**config.mk**
```make
export PLATFORM = sky130hd
export DESIGN_NAME = fetch_decode_flat
export DESIGN_NICKNAME = d
export VERILOG_FILES = /design/src/rtl/fetch_decode_pkg.sv /design/src/rtl/fetch_decode_if.sv /design/src/rtl/fetch_decode_regfile.sv /design/src/rtl/fetch_decode.sv /design/src/flat_wrapper.sv
export SDC_FILE = /design/constraint.sdc
export NUM_CORES = 2
export LEC_CHECK = 0
export BUFFER_PORTS_ARGS = -buffer_cell sky130_fd_sc_hd__buf_2
export CAP_MARGIN = 20
export CORE_MARGIN = 5
export CORE_UTILIZATION = 45
export DETAILED_ROUTE_END_ITERATION = 10
export PLACE_DENSITY_LB_ADDON = 0.05
export RECOVER_POWER = 50
export SETUP_SLACK_MARGIN = 0.02
export SLEW_MARGIN = 20
export SYNTH_ARGS = -nofsm -noshare
export SYNTH_HDL_FRONTEND = slang
export SYNTH_HIERARCHICAL = 1
export SYNTH_SLANG_ARGS = --single-unit
```
**constraint.sdc**
```tcl
create_clock -name clk -period 6.3 [get_ports clk]
set_clock_uncertainty 0.2 [all_clocks]
set_input_delay 1.26 -clock clk [delete_from_list [all_inputs] [get_ports clk]]
set_output_delay 1.26 -clock clk [all_outputs]
set_load 0.005 [all_outputs]
```
**src/rtl/fetch_decode_pkg.sv**
```systemverilog
// Shared constants for the fetch/decode stage: instruction codes, register IDs and instruction lengths.
package fetch_decode_pkg;

    typedef enum logic [3:0] {
        HALT   = 4'h0,
        NOP    = 4'h1,
        RRMOVQ = 4'h2,
        IRMOVQ = 4'h3,
        RMMOVQ = 4'h4,
        MRMOVQ = 4'h5,
        OPQ    = 4'h6,
        JXX    = 4'h7,
        CALL   = 4'h8,
        RET    = 4'h9,
        PUSHQ  = 4'hA,
        POPQ   = 4'hB
    } icode_e;

    localparam logic [3:0] RSP   = 4'h4;
    localparam logic [3:0] RNONE = 4'hF;
    localparam int         NUM_REGS = 15;

    // Instruction lengths in bytes, added to PC to form the fall-through address.
    localparam logic [63:0] LEN_BYTE = 64'd1;
    localparam logic [63:0] LEN_REG  = 64'd2;
    localparam logic [63:0] LEN_DEST = 64'd9;
    localparam logic [63:0] LEN_FULL = 64'd10;

    // True when an ID names a real register rather than "no register".
    function automatic logic is_reg_id(input logic [3:0] id);
        return id != RNONE;
    endfunction

endpackage

```
**src/rtl/fetch_decode_if.sv**
```systemverilog
// Bus between the fetch/decode stage and its neighbours: instruction in, decoded fields out, write-back in.
interface fetch_decode_if;

    logic [63:0] PC;
    logic [0:79] instruction;

    logic [3:0]  icode;
    logic [3:0]  ifun;
    logic [3:0]  rA;
    logic [3:0]  rB;
    logic [63:0] valC;
    logic [63:0] valP;
    logic [63:0] valA;
    logic [63:0] valB;
    logic [3:0]  srcA;
    logic [3:0]  srcB;
    logic [3:0]  dstE;
    logic [3:0]  dstM;
    logic        valid_instruction;
    logic        valid_memory;

    logic [3:0]  wb_dstE;
    logic [3:0]  wb_dstM;
    logic [63:0] wb_valE;
    logic [63:0] wb_valM;

    modport master (
        output PC, instruction, wb_dstE, wb_dstM, wb_valE, wb_valM,
        input  icode, ifun, rA, rB, valC, valP, valA, valB,
               srcA, srcB, dstE, dstM, valid_instruction, valid_memory
    );

    modport slave (
        input  PC, instruction, wb_dstE, wb_dstM, wb_valE, wb_valM,
        output icode, ifun, rA, rB, valC, valP, valA, valB,
               srcA, srcB, dstE, dstM, valid_instruction, valid_memory
    );

endinterface

```
**src/rtl/fetch_decode_regfile.sv**
```systemverilog
// Fifteen 64-bit registers, two combinational read ports, two write ports (M wins on a collision).
// With REGFILE_DEBUG_EN defined, the whole array is also exported for observation.
module regfile
    import fetch_decode_pkg::*;
(
    input  logic                         clk,
    input  logic                         rst_n,
    input  logic [3:0]                   i_src_a,
    input  logic [3:0]                   i_src_b,
    output logic [63:0]                  o_val_a,
    output logic [63:0]                  o_val_b,
    input  logic [3:0]                   i_wb_dst_e,
    input  logic [63:0]                  i_wb_val_e,
    input  logic [3:0]                   i_wb_dst_m,
    input  logic [63:0]                  i_wb_val_m
`ifdef REGFILE_DEBUG_EN
    ,
    output logic [NUM_REGS-1:0][63:0]    o_regs
`endif
);

    logic [63:0] r_regs [NUM_REGS];

    // NOTE: this array is small enough to live in flops, so it is reset like any other state;
    // a large RAM-backed array would normally be left unreset.
    // NOTE: sequential state uses non-blocking assignments so every read in this edge sees pre-edge values.
    always_ff @(posedge clk or negedge rst_n) begin
        if (!rst_n) begin
            for (int i = 0; i < NUM_REGS; i++) begin
                r_regs[i] <= '0;
            end
        end else begin
            // The M write is issued last so it overrides E when both target the same register.
            if (is_reg_id(i_wb_dst_e)) begin
                r_regs[i_wb_dst_e] <= i_wb_val_e;
            end
            if (is_reg_id(i_wb_dst_m)) begin
                r_regs[i_wb_dst_m] <= i_wb_val_m;
            end
        end
    end

    assign o_val_a = is_reg_id(i_src_a) ? r_regs[i_src_a] : '0;
    assign o_val_b = is_reg_id(i_src_b) ? r_regs[i_src_b] : '0;

`ifdef REGFILE_DEBUG_EN
    always_comb begin
        for (int i = 0; i < NUM_REGS; i++) begin
            o_regs[i] = r_regs[i];
        end
    end
`endif

endmodule

```
**src/rtl/fetch_decode.sv**
```systemverilog
// Combinational fetch/decode stage with a register file for operand reads.
// Build option REGFILE_DEBUG_EN adds register mirror outputs rax..r14.
module fetch_decode
    import fetch_decode_pkg::*;
(
    input  logic          clk,
    input  logic          rst_n,
    fetch_decode_if.slave bus
`ifdef REGFILE_DEBUG_EN
    ,
    output logic [63:0]   rax,
    output logic [63:0]   rcx,
    output logic [63:0]   rdx,
    output logic [63:0]   rbx,
    output logic [63:0]   rsp,
    output logic [63:0]   rbp,
    output logic [63:0]   rsi,
    output logic [63:0]   rdi,
    output logic [63:0]   r8,
    output logic [63:0]   r9,
    output logic [63:0]   r10,
    output logic [63:0]   r11,
    output logic [63:0]   r12,
    output logic [63:0]   r13,
    output logic [63:0]   r14
`endif
);

    logic [3:0]  w_icode;
    logic [3:0]  w_ifun;
    logic [7:0]  w_byte1;
    logic [3:0]  w_ra;
    logic [3:0]  w_rb;
    logic [63:0] w_valc;
    logic [63:0] w_len;
    logic [3:0]  w_src_a;
    logic [3:0]  w_src_b;
    logic [3:0]  w_dst_e;
    logic [3:0]  w_dst_m;
    logic [63:0] w_val_a;
    logic [63:0] w_val_b;

    // Bit 0 is the MSB of the first byte, so ascending slices read bytes in natural order.
    assign w_icode = bus.instruction[0:3];
    assign w_ifun  = bus.instruction[4:7];
    assign w_byte1 = bus.instruction[8:15];

    // NOTE: every output of this block gets a default first, so no path can infer a latch.
    always_comb begin
        w_ra    = RNONE;
        w_rb    = RNONE;
        w_valc  = '0;
        w_len   = LEN_BYTE;
        w_src_a = RNONE;
        w_src_b = RNONE;
        w_dst_e = RNONE;
        w_dst_m = RNONE;
        case (w_icode)
            RRMOVQ: begin
                w_ra    = w_byte1[7:4];
                w_rb    = w_byte1[3:0];
                w_len   = LEN_REG;
                w_src_a = w_ra;
                w_dst_e = w_rb;
            end
            IRMOVQ: begin
                w_ra    = w_byte1[7:4];
                w_rb    = w_byte1[3:0];
                w_valc  = bus.instruction[16:79];
                w_len   = LEN_FULL;
                w_dst_e = w_rb;
            end
            RMMOVQ: begin
                w_ra    = w_byte1[7:4];
                w_rb    = w_byte1[3:0];
                w_valc  = bus.instruction[16:79];
                w_len   = LEN_FULL;
                w_src_a = w_ra;
                w_src_b = w_rb;
            end
            MRMOVQ: begin
                w_ra    = w_byte1[7:4];
                w_rb    = w_byte1[3:0];
                w_valc  = bus.instruction[16:79];
                w_len   = LEN_FULL;
                w_src_b = w_rb;
                w_dst_m = w_ra;
            end
            OPQ: begin
                w_ra    = w_byte1[7:4];
                w_rb    = w_byte1[3:0];
                w_len   = LEN_REG;
                w_src_a = w_ra;
                w_src_b = w_rb;
                w_dst_e = w_rb;
            end
            JXX: begin
                w_valc  = bus.instruction[8:71];
                w_len   = LEN_DEST;
            end
            CALL: begin
                w_valc  = bus.instruction[8:71];
                w_len   = LEN_DEST;
                w_src_b = RSP;
                w_dst_e = RSP;
            end
            RET: begin
                w_src_a = RSP;
                w_src_b = RSP;
                w_dst_e = RSP;
            end
            PUSHQ: begin
                w_ra    = w_byte1[7:4];
                w_rb    = w_byte1[3:0];
                w_len   = LEN_REG;
                w_src_a = w_ra;
                w_src_b = RSP;
                w_dst_e = RSP;
            end
            POPQ: begin
                w_ra    = w_byte1[7:4];
                w_rb    = w_byte1[3:0];
                w_len   = LEN_REG;
                w_src_a = RSP;
                w_src_b = RSP;
                w_dst_e = RSP;
                w_dst_m = w_ra;
            end
            default: begin
                // HALT, NOP and undefined codes: one-byte instruction, no operands.
            end
        endcase
    end

`ifdef REGFILE_DEBUG_EN
    logic [NUM_REGS-1:0][63:0] w_regs;
`endif

    regfile u_regfile (
        .clk        (clk),
        .rst_n      (rst_n),
        .i_src_a    (w_src_a),
        .i_src_b    (w_src_b),
        .o_val_a    (w_val_a),
        .o_val_b    (w_val_b),
        .i_wb_dst_e (bus.wb_dstE),
        .i_wb_val_e (bus.wb_valE),
        .i_wb_dst_m (bus.wb_dstM),
        .i_wb_val_m (bus.wb_valM)
`ifdef REGFILE_DEBUG_EN
        ,
        .o_regs     (w_regs)
`endif
    );

    assign bus.icode             = w_icode;
    assign bus.ifun              = w_ifun;
    assign bus.rA                = w_ra;
    assign bus.rB                = w_rb;
    assign bus.valC              = w_valc;
    assign bus.valP              = bus.PC + w_len;
    assign bus.valA              = w_val_a;
    assign bus.valB              = w_val_b;
    assign bus.srcA              = w_src_a;
    assign bus.srcB              = w_src_b;
    assign bus.dstE              = w_dst_e;
    assign bus.dstM              = w_dst_m;
    assign bus.valid_instruction = (w_icode <= POPQ);
    // Data memory spans the low 64 KiB only.
    assign bus.valid_memory      = (bus.PC[63:16] == '0);

`ifdef REGFILE_DEBUG_EN
    assign rax = w_regs[0];
    assign rcx = w_regs[1];
    assign rdx = w_regs[2];
    assign rbx = w_regs[3];
    assign rsp = w_regs[4];
    assign rbp = w_regs[5];
    assign rsi = w_regs[6];
    assign rdi = w_regs[7];
    assign r8  = w_regs[8];
    assign r9  = w_regs[9];
    assign r10 = w_regs[10];
    assign r11 = w_regs[11];
    assign r12 = w_regs[12];
    assign r13 = w_regs[13];
    assign r14 = w_regs[14];
`endif

endmodule

```
**src/flat_wrapper.sv**
```systemverilog
// flat-port wrapper written by rule: the top's interface ports become plain ports
module fetch_decode_flat import fetch_decode_pkg::*;
  (clk, rst_n, bus_PC, bus_instruction, bus_wb_dstE, bus_wb_dstM, bus_wb_valE, bus_wb_valM, bus_icode, bus_ifun, bus_rA, bus_rB, bus_valC, bus_valP, bus_valA, bus_valB, bus_srcA, bus_srcB, bus_dstE, bus_dstM, bus_valid_instruction, bus_valid_memory);
  fetch_decode_if bus_i ();
  input  logic clk;
  input  logic rst_n;
  input wire logic [$bits(bus_i.PC)-1:0] bus_PC;
  input wire logic [$bits(bus_i.instruction)-1:0] bus_instruction;
  input wire logic [$bits(bus_i.wb_dstE)-1:0] bus_wb_dstE;
  input wire logic [$bits(bus_i.wb_dstM)-1:0] bus_wb_dstM;
  input wire logic [$bits(bus_i.wb_valE)-1:0] bus_wb_valE;
  input wire logic [$bits(bus_i.wb_valM)-1:0] bus_wb_valM;
  output wire logic [$bits(bus_i.icode)-1:0] bus_icode;
  output wire logic [$bits(bus_i.ifun)-1:0] bus_ifun;
  output wire logic [$bits(bus_i.rA)-1:0] bus_rA;
  output wire logic [$bits(bus_i.rB)-1:0] bus_rB;
  output wire logic [$bits(bus_i.valC)-1:0] bus_valC;
  output wire logic [$bits(bus_i.valP)-1:0] bus_valP;
  output wire logic [$bits(bus_i.valA)-1:0] bus_valA;
  output wire logic [$bits(bus_i.valB)-1:0] bus_valB;
  output wire logic [$bits(bus_i.srcA)-1:0] bus_srcA;
  output wire logic [$bits(bus_i.srcB)-1:0] bus_srcB;
  output wire logic [$bits(bus_i.dstE)-1:0] bus_dstE;
  output wire logic [$bits(bus_i.dstM)-1:0] bus_dstM;
  output wire logic [$bits(bus_i.valid_instruction)-1:0] bus_valid_instruction;
  output wire logic [$bits(bus_i.valid_memory)-1:0] bus_valid_memory;
  assign bus_i.PC = bus_PC;
  assign bus_i.instruction = bus_instruction;
  assign bus_i.wb_dstE = bus_wb_dstE;
  assign bus_i.wb_dstM = bus_wb_dstM;
  assign bus_i.wb_valE = bus_wb_valE;
  assign bus_i.wb_valM = bus_wb_valM;
  assign bus_icode = bus_i.icode;
  assign bus_ifun = bus_i.ifun;
  assign bus_rA = bus_i.rA;
  assign bus_rB = bus_i.rB;
  assign bus_valC = bus_i.valC;
  assign bus_valP = bus_i.valP;
  assign bus_valA = bus_i.valA;
  assign bus_valB = bus_i.valB;
  assign bus_srcA = bus_i.srcA;
  assign bus_srcB = bus_i.srcB;
  assign bus_dstE = bus_i.dstE;
  assign bus_dstM = bus_i.dstM;
  assign bus_valid_instruction = bus_i.valid_instruction;
  assign bus_valid_memory = bus_i.valid_memory;
  fetch_decode u_core (.clk(clk), .rst_n(rst_n), .bus(bus_i));
endmodule
```
# [Word-level counts from Yosys, hierarchy flattened]
# Index checks and enable logic that the tools add are counted.
[totals] ram_bits=0 latchBits=0 reg_bits=960 mem_count=0 mem_bits_ro=0
[op_classes] n_lt_le_gt_ge=7 div=0 reduce_logical=13 n_addsub=1 mul=0 shift=0 eq_ne=14 n_mux=24 bitwise=4
[ops] cell="bitwise mux 960 bit" count=2
[ops] cell="2-to-1 mux 960 bit" count=2
[ops] cell="binary-select mux 64 bit (select 4 bit)" count=2
[ops] cell="demux 64 bit (select 4 bit)" count=2
[ops] cell="2-to-1 mux 64 bit" count=8
[ops] cell="one-hot mux 64 bit (2 select lines)" count=1
[ops] cell="adder 64 x 4 -> 64 bit" count=1
[ops] cell="zero test 48 bit" count=1
[ops] cell="one-hot mux 4 bit (2 select lines)" count=3
[ops] cell=">= comparator 5 bit (second input constant)" count=4
[ops] cell="NOT 4 -> 5 bit" count=4
[ops] cell="== test 4 x 3 -> 1 bit (second input constant)" count=4
[ops] cell="== test 4 bit (second input constant)" count=4
[ops] cell="!= test 4 bit (second input constant)" count=4
[ops] cell="2-to-1 mux 4 bit" count=3
[ops] cell="one-hot mux 4 bit (3 select lines)" count=1
[ops] cell="OR reduction 4 bit" count=3
[ops] cell="less-than comparator 5 x 1 -> 1 bit (second input constant)" count=2
[ops] cell="OR reduction 3 bit" count=3
[ops] cell="== test 4 x 2 -> 1 bit (second input constant)" count=2
[ops] cell="OR reduction 7 bit" count=1
[ops] cell="OR reduction 2 bit" count=3
[ops] cell="less-or-equal comparator 4 bit (second input constant)" count=1
[ops] cell="logical AND 1 bit" count=2

# [Longest topological paths before layout]
[depth] depth_word=9 depth_mapped=13 depth_no_buf=10

# [Cells and area by module]
# Netlist, hierarchy kept.
[modules_own_cells] module="regfile" n_inst=1 area_each_um2=61306.3 cells_each=6310
[modules_own_cells] module="fetch_decode" n_inst=1 area_each_um2=2463.6 cells_each=373

# [Worst setup path before layout]
# Ideal clock, no wire load.
[synth_path] path_kind="in2out" startpoint="in bus_instruction[77]" endpoint="out bus_valP[55]" required_time_ps=4840 t_arrival_ps=3885 slack_ps=955 stages=11 cell_sequence="clkbuf_1 -> nand2b_1 -> a21oi_1 -> clkbuf_1 -> or2_2 -> ha_1 -> nand3_1 -> o21ai_1 -> nand4_1 -> or4_1 -> xnor2_1"
[synth_via] elab_chain_len=4
[synth_rtl] item="from (decl)" line="flat_wrapper.sv:8" source="input wire logic [$bits(bus_i.instruction)-1:0] bus_instruction;"
[synth_rtl] item="== test 4 x 2 -> 1 bit, or another cell as far along" line="fetch_decode.sv:58" source="case (w_icode)"
[synth_rtl] item="OR reduction 4 bit (no source line), or another cell as far along"
[synth_rtl] item="one-hot mux 4 bit (3 select lines) (*)" line="fetch_decode.sv:58"
[synth_rtl] item="adder 64 x 4 -> 64 bit (*)" line="fetch_decode.sv:161" source="assign bus.valP = bus.PC + w_len;"
[synth_rtl] item="to (decl)" line="flat_wrapper.sv:18" source="output wire logic [$bits(bus_i.valP)-1:0] bus_valP;"
# Mark *: on every way between the ends. The rest lies on a longest branch, timed or not.

# [Worst setup path in the final report]
[layout_path] startpoint="in bus_instruction[79]" endpoint="out bus_valA[14]"
[layout_via] elab_chain_len=8
[layout_rtl] item="== test 4 x 3 -> 1 bit, or another cell as far along" line="fetch_decode.sv:58"
[layout_rtl] item="OR reduction 4 bit (no source line) or OR reduction 2 bit (tied branches)"
[layout_rtl] item="one-hot mux 4 bit (2 select lines) (*)" line="fetch_decode.sv:58"
[layout_rtl] item="NOT 4 -> 5 bit (implied by the code)" line="fetch_decode_regfile.sv:43" source="assign o_val_a = is_reg_id(i_src_a) ? r_regs[i_src_a] : '0;"
[layout_rtl] item="binary-select mux 64 bit (select 4 bit)" line="fetch_decode_regfile.sv:43"
[layout_rtl] item="2-to-1 mux 64 bit (implied by the code) (2 in a row)" line="fetch_decode_regfile.sv:43"
[layout_rtl] item="2-to-1 mux 64 bit (*)" line="fetch_decode_regfile.sv:43"
[layout_rtl] item="to (decl)" line="flat_wrapper.sv:19" source="output wire logic [$bits(bus_i.valA)-1:0] bus_valA;"
# Mark *: on every way between the ends. The rest lies on a longest branch, timed or not. The select of a mux whose other input is x is not followed.

==> reports/qor.yml <==
detailed_routing:
  top_layer_used: "met5"
  dr.pass1.iters: 6
  drt-total-wl_mm: 273
  ant_nets: 0
  initialDrtViolationCount: 6958
  wl_met1_mm: 117
  met3_length_mm: 24.8
  post-route-drc-count: 0
  via_per_inst: 6.42
  dr_wl_met2_mm: 122
  routed-via-count: 56700
  routedWlPerCell_um: 30.9
layout:
  fin_nets: 7116
  area_growth_pct: 12.2
  layout-drive-gt1-share_pct: 17.3
  largest_reg_flops: 960
  largest_registers: "u_core/u_regfile/r_regs x960"
  largest_register: "u_core/u_regfile/r_regs"
  fillers: 13200
  final_util_pct: 50.7
synthesis:
  yosys_register_bits: 960
  synth_edf_count: 0
  synthCells: 6683
  synth.distinct_cells: 62
  synth.avg_cell_area_um2: 9.54
  async_flop_share_pct: 100
  synth_warnings: 6
  syn_area_um2: 63800
  yosysTopAreaCell: "dfrtp_1"
  seq_area_frac_synth_pct: 37.7
  ys.flop_type: "dfrtp_1"
  yosysTopAreaCellShare_pct: 37.7
  netlist_top_cells_area: "dfrtp_1 38%, mux2i_1 21%, mux4_2 6.7%"
  synth_nets: 6969
floorplan:
  num_rows: 138
  start_util_pct: 45.1
  die-area_um2: 149000
  die_x_um: 386
  io-pin-count: 572
  core-area_um2: 141000
  die_h_um: 386
timing:
  worstMarginPinSlew_ns: 4.63
  holdWs_ns: 0.368
  max_freq_mhz: 164
  slew_violations: 1075
  max_slew_margin_pct: -209
  fin_setup_tns_ns: 0
  hold_viol: 0
  fin_crit_ns: 6.10
  setup_slack_ns: 0.203
  setup_viol: 0
  rsz0062_at_grt: "false"
  finalCritPeriodShare_pct: 96.8
global_route:
  gr-usage-all-layers_pct: 35.1
  grt-ovfl-total: 0
  grt_pass1_wl_mm: 395
  grt_max_degree: 129
  antenna_found_initial: 29
  grt_pass1_vias: 53800
place:
  hpwl_mm: 160
  portBuffers: 563
  gp_congestion: 0.918
  pre_cts_ws_ns: 0.237
setup_path:
  path_class: "in -> out"
  arrival_ns: 4.64
  start_kind: "input pin"
  critPathCaptureType: "output port"
  ff2ff_path_depth: 3
  cp_max_fo: 17
  cp_data_required_time_ns: 4.84
min_path:
  min_path_type: "reg -> reg"
  worstHoldPathCells: 2
clock_network:
  cts_buffer_depth: 3
  postCtsHoldBufs: 0
  cts_resized: 0
  cts_tree: "done"
  insertion_delay_ns: 0.73
  clkTransAtPathRegs_ns: 0.06
  cts_made_buffers: 114
  postCtsSetupBuffers: 0
  clock-sinks: 960
  cts_root_buffer: "clkbuf_16"
  cts_htree_levels: 3
power:
  cellPowerDensity_nw_per_um2: 293
  p_leak_nw: 31.6
  ir_worst_vdd_uv: 210
  p_total_w: 0.0210
outcome:
  failed_checks: "capacitance limit, slew limit"
  outcome: "complete, but fails checks"
flow_run:
  cap_viol_max_count: 24
worst paths after layout:
kind / from / endpoint / slack (ns)
setup / recovery: bus_instruction[79] / bus_valA[14] / 0.20
hold / removal: u_core/u_regfile/r_regs[702]$_DFF_PN0_ / u_core/u_regfile/r_regs[702]$_DFF_PN0_ / 0.37
setup reg to reg: u_core/u_regfile/r_regs[528]$_DFF_PN0_ / u_core/u_regfile/r_regs[528]$_DFF_PN0_ / 5.13
hold reg to reg: u_core/u_regfile/r_regs[702]$_DFF_PN0_ / u_core/u_regfile/r_regs[702]$_DFF_PN0_ / 0.37
max in group asynchronous: rst_n / u_core/u_regfile/r_regs[19]$_DFF_PN0_ / 0.99
min in group asynchronous: rst_n / u_core/u_regfile/r_regs[250]$_DFF_PN0_ / 1.08
power by group:
group	switching, W	internal (W)
registers	0.00115	0.00754
logic	0.00290	0.00250
clock network	0.00290	0.00397
total	0.00695	0.0140
cell families after synthesis:
logic type	count (synthesis)	synth area share [%]
adder cells (fa/ha/maj)	4	0.0903
AND/OR/NAND/NOR	1629	11.5
flip-flops	960	37.7
AO/OA/AOI/OAI	1694	16.1
XOR/XNOR	62	0.852
multiplexers	1523	27.7
buffers and inverters	811	6.06
synthesized netlist by cell type, types with 27 or more instances:
| cell type | instances |
|---|---|
| nor2b_1 | 156 |
| o211ai_1 | 64 |
| buf_1 | 53 |
| mux2i_1 | 1330 |
| nand3_1 | 27 |
| xnor2_1 | 31 |
| nor2_1 | 352 |
| nand2b_1 | 72 |
| mux4_2 | 191 |
| o221ai_1 | 64 |
| and3_1 | 62 |
| clkbuf_1 | 389 |
| a2111oi_1 | 57 |
| buf_2 | 177 |
| buf_4 | 97 |
| o21ai_0 | 752 |
| dfrtp_1 | 960 |
| a22o_1 | 64 |
| inv_1 | 69 |
| xor2_1 | 31 |
| a21oi_1 | 320 |
| a211oi_1 | 191 |
| a22oi_1 | 128 |
| nand2_1 | 816 |
critical path: stages:
cell	delay (ns)
buf_2	0.11
buf_4	0.17
nor2b_1	0.35
o21bai_1	0.16
nor2_1	0.27
a21oi_4	0.15
nor2_4	0.85
buf_4	0.56
a22oi_1	0.13
nand2_1	0.10
o21ai_0	0.25
buf_2	0.25
cells in the final DEF (no fill, tap or decap), types with 36 or more instances in the layout:
master / count
a21oi_1: 316
nor2b_1: 153
nor2_1: 344
nand2b_1: 71
dfrtp_1: 960
and3_1: 62
a22o_1: 64
o221ai_1: 64
a211oi_1: 191
clkbuf_8: 36
buf_4: 135
o211ai_1: 64
buf_2: 563
a2111oi_1: 56
o21ai_0: 750
nand2_1: 814
clkbuf_16: 115
mux2i_1: 1330
mux4_2: 191
inv_1: 69
a22oi_1: 128
buf_12: 46
clkbuf_1: 46
layout make-up:
type	instances	area, um2	share of cell area (%)
Clock inverter	38	362	0.505
Multi-Input combinational cell	4912	36200	50.5
Sequential cell	960	24000	33.6
Tap cell	1890	2360	3.30
Antenna cell	11	27.5	0.0385
Clock buffer	177	3470	4.85
Timing Repair Buffer	773	4880	6.82
Inverter	69	259	0.362
metrics by stage:
stage / std cells / instance area [um2]
after floorplan: 6683 / 63800
after CTS: 8819 / 71700
after global routing: 8828 / 71500
after detailed placement: 8604 / 67900
after global placement: 8604 / 67900
final: 8830 / 71600
metal layers:
metal	global-route usage [%]	vias up
li1	-	24500
met1	50.0	28500
met2	53.9	3118
met3	6.68	543
met4	11.9	10
met5	0	-
Note: power is estimated with default switching activity, not from simulation.
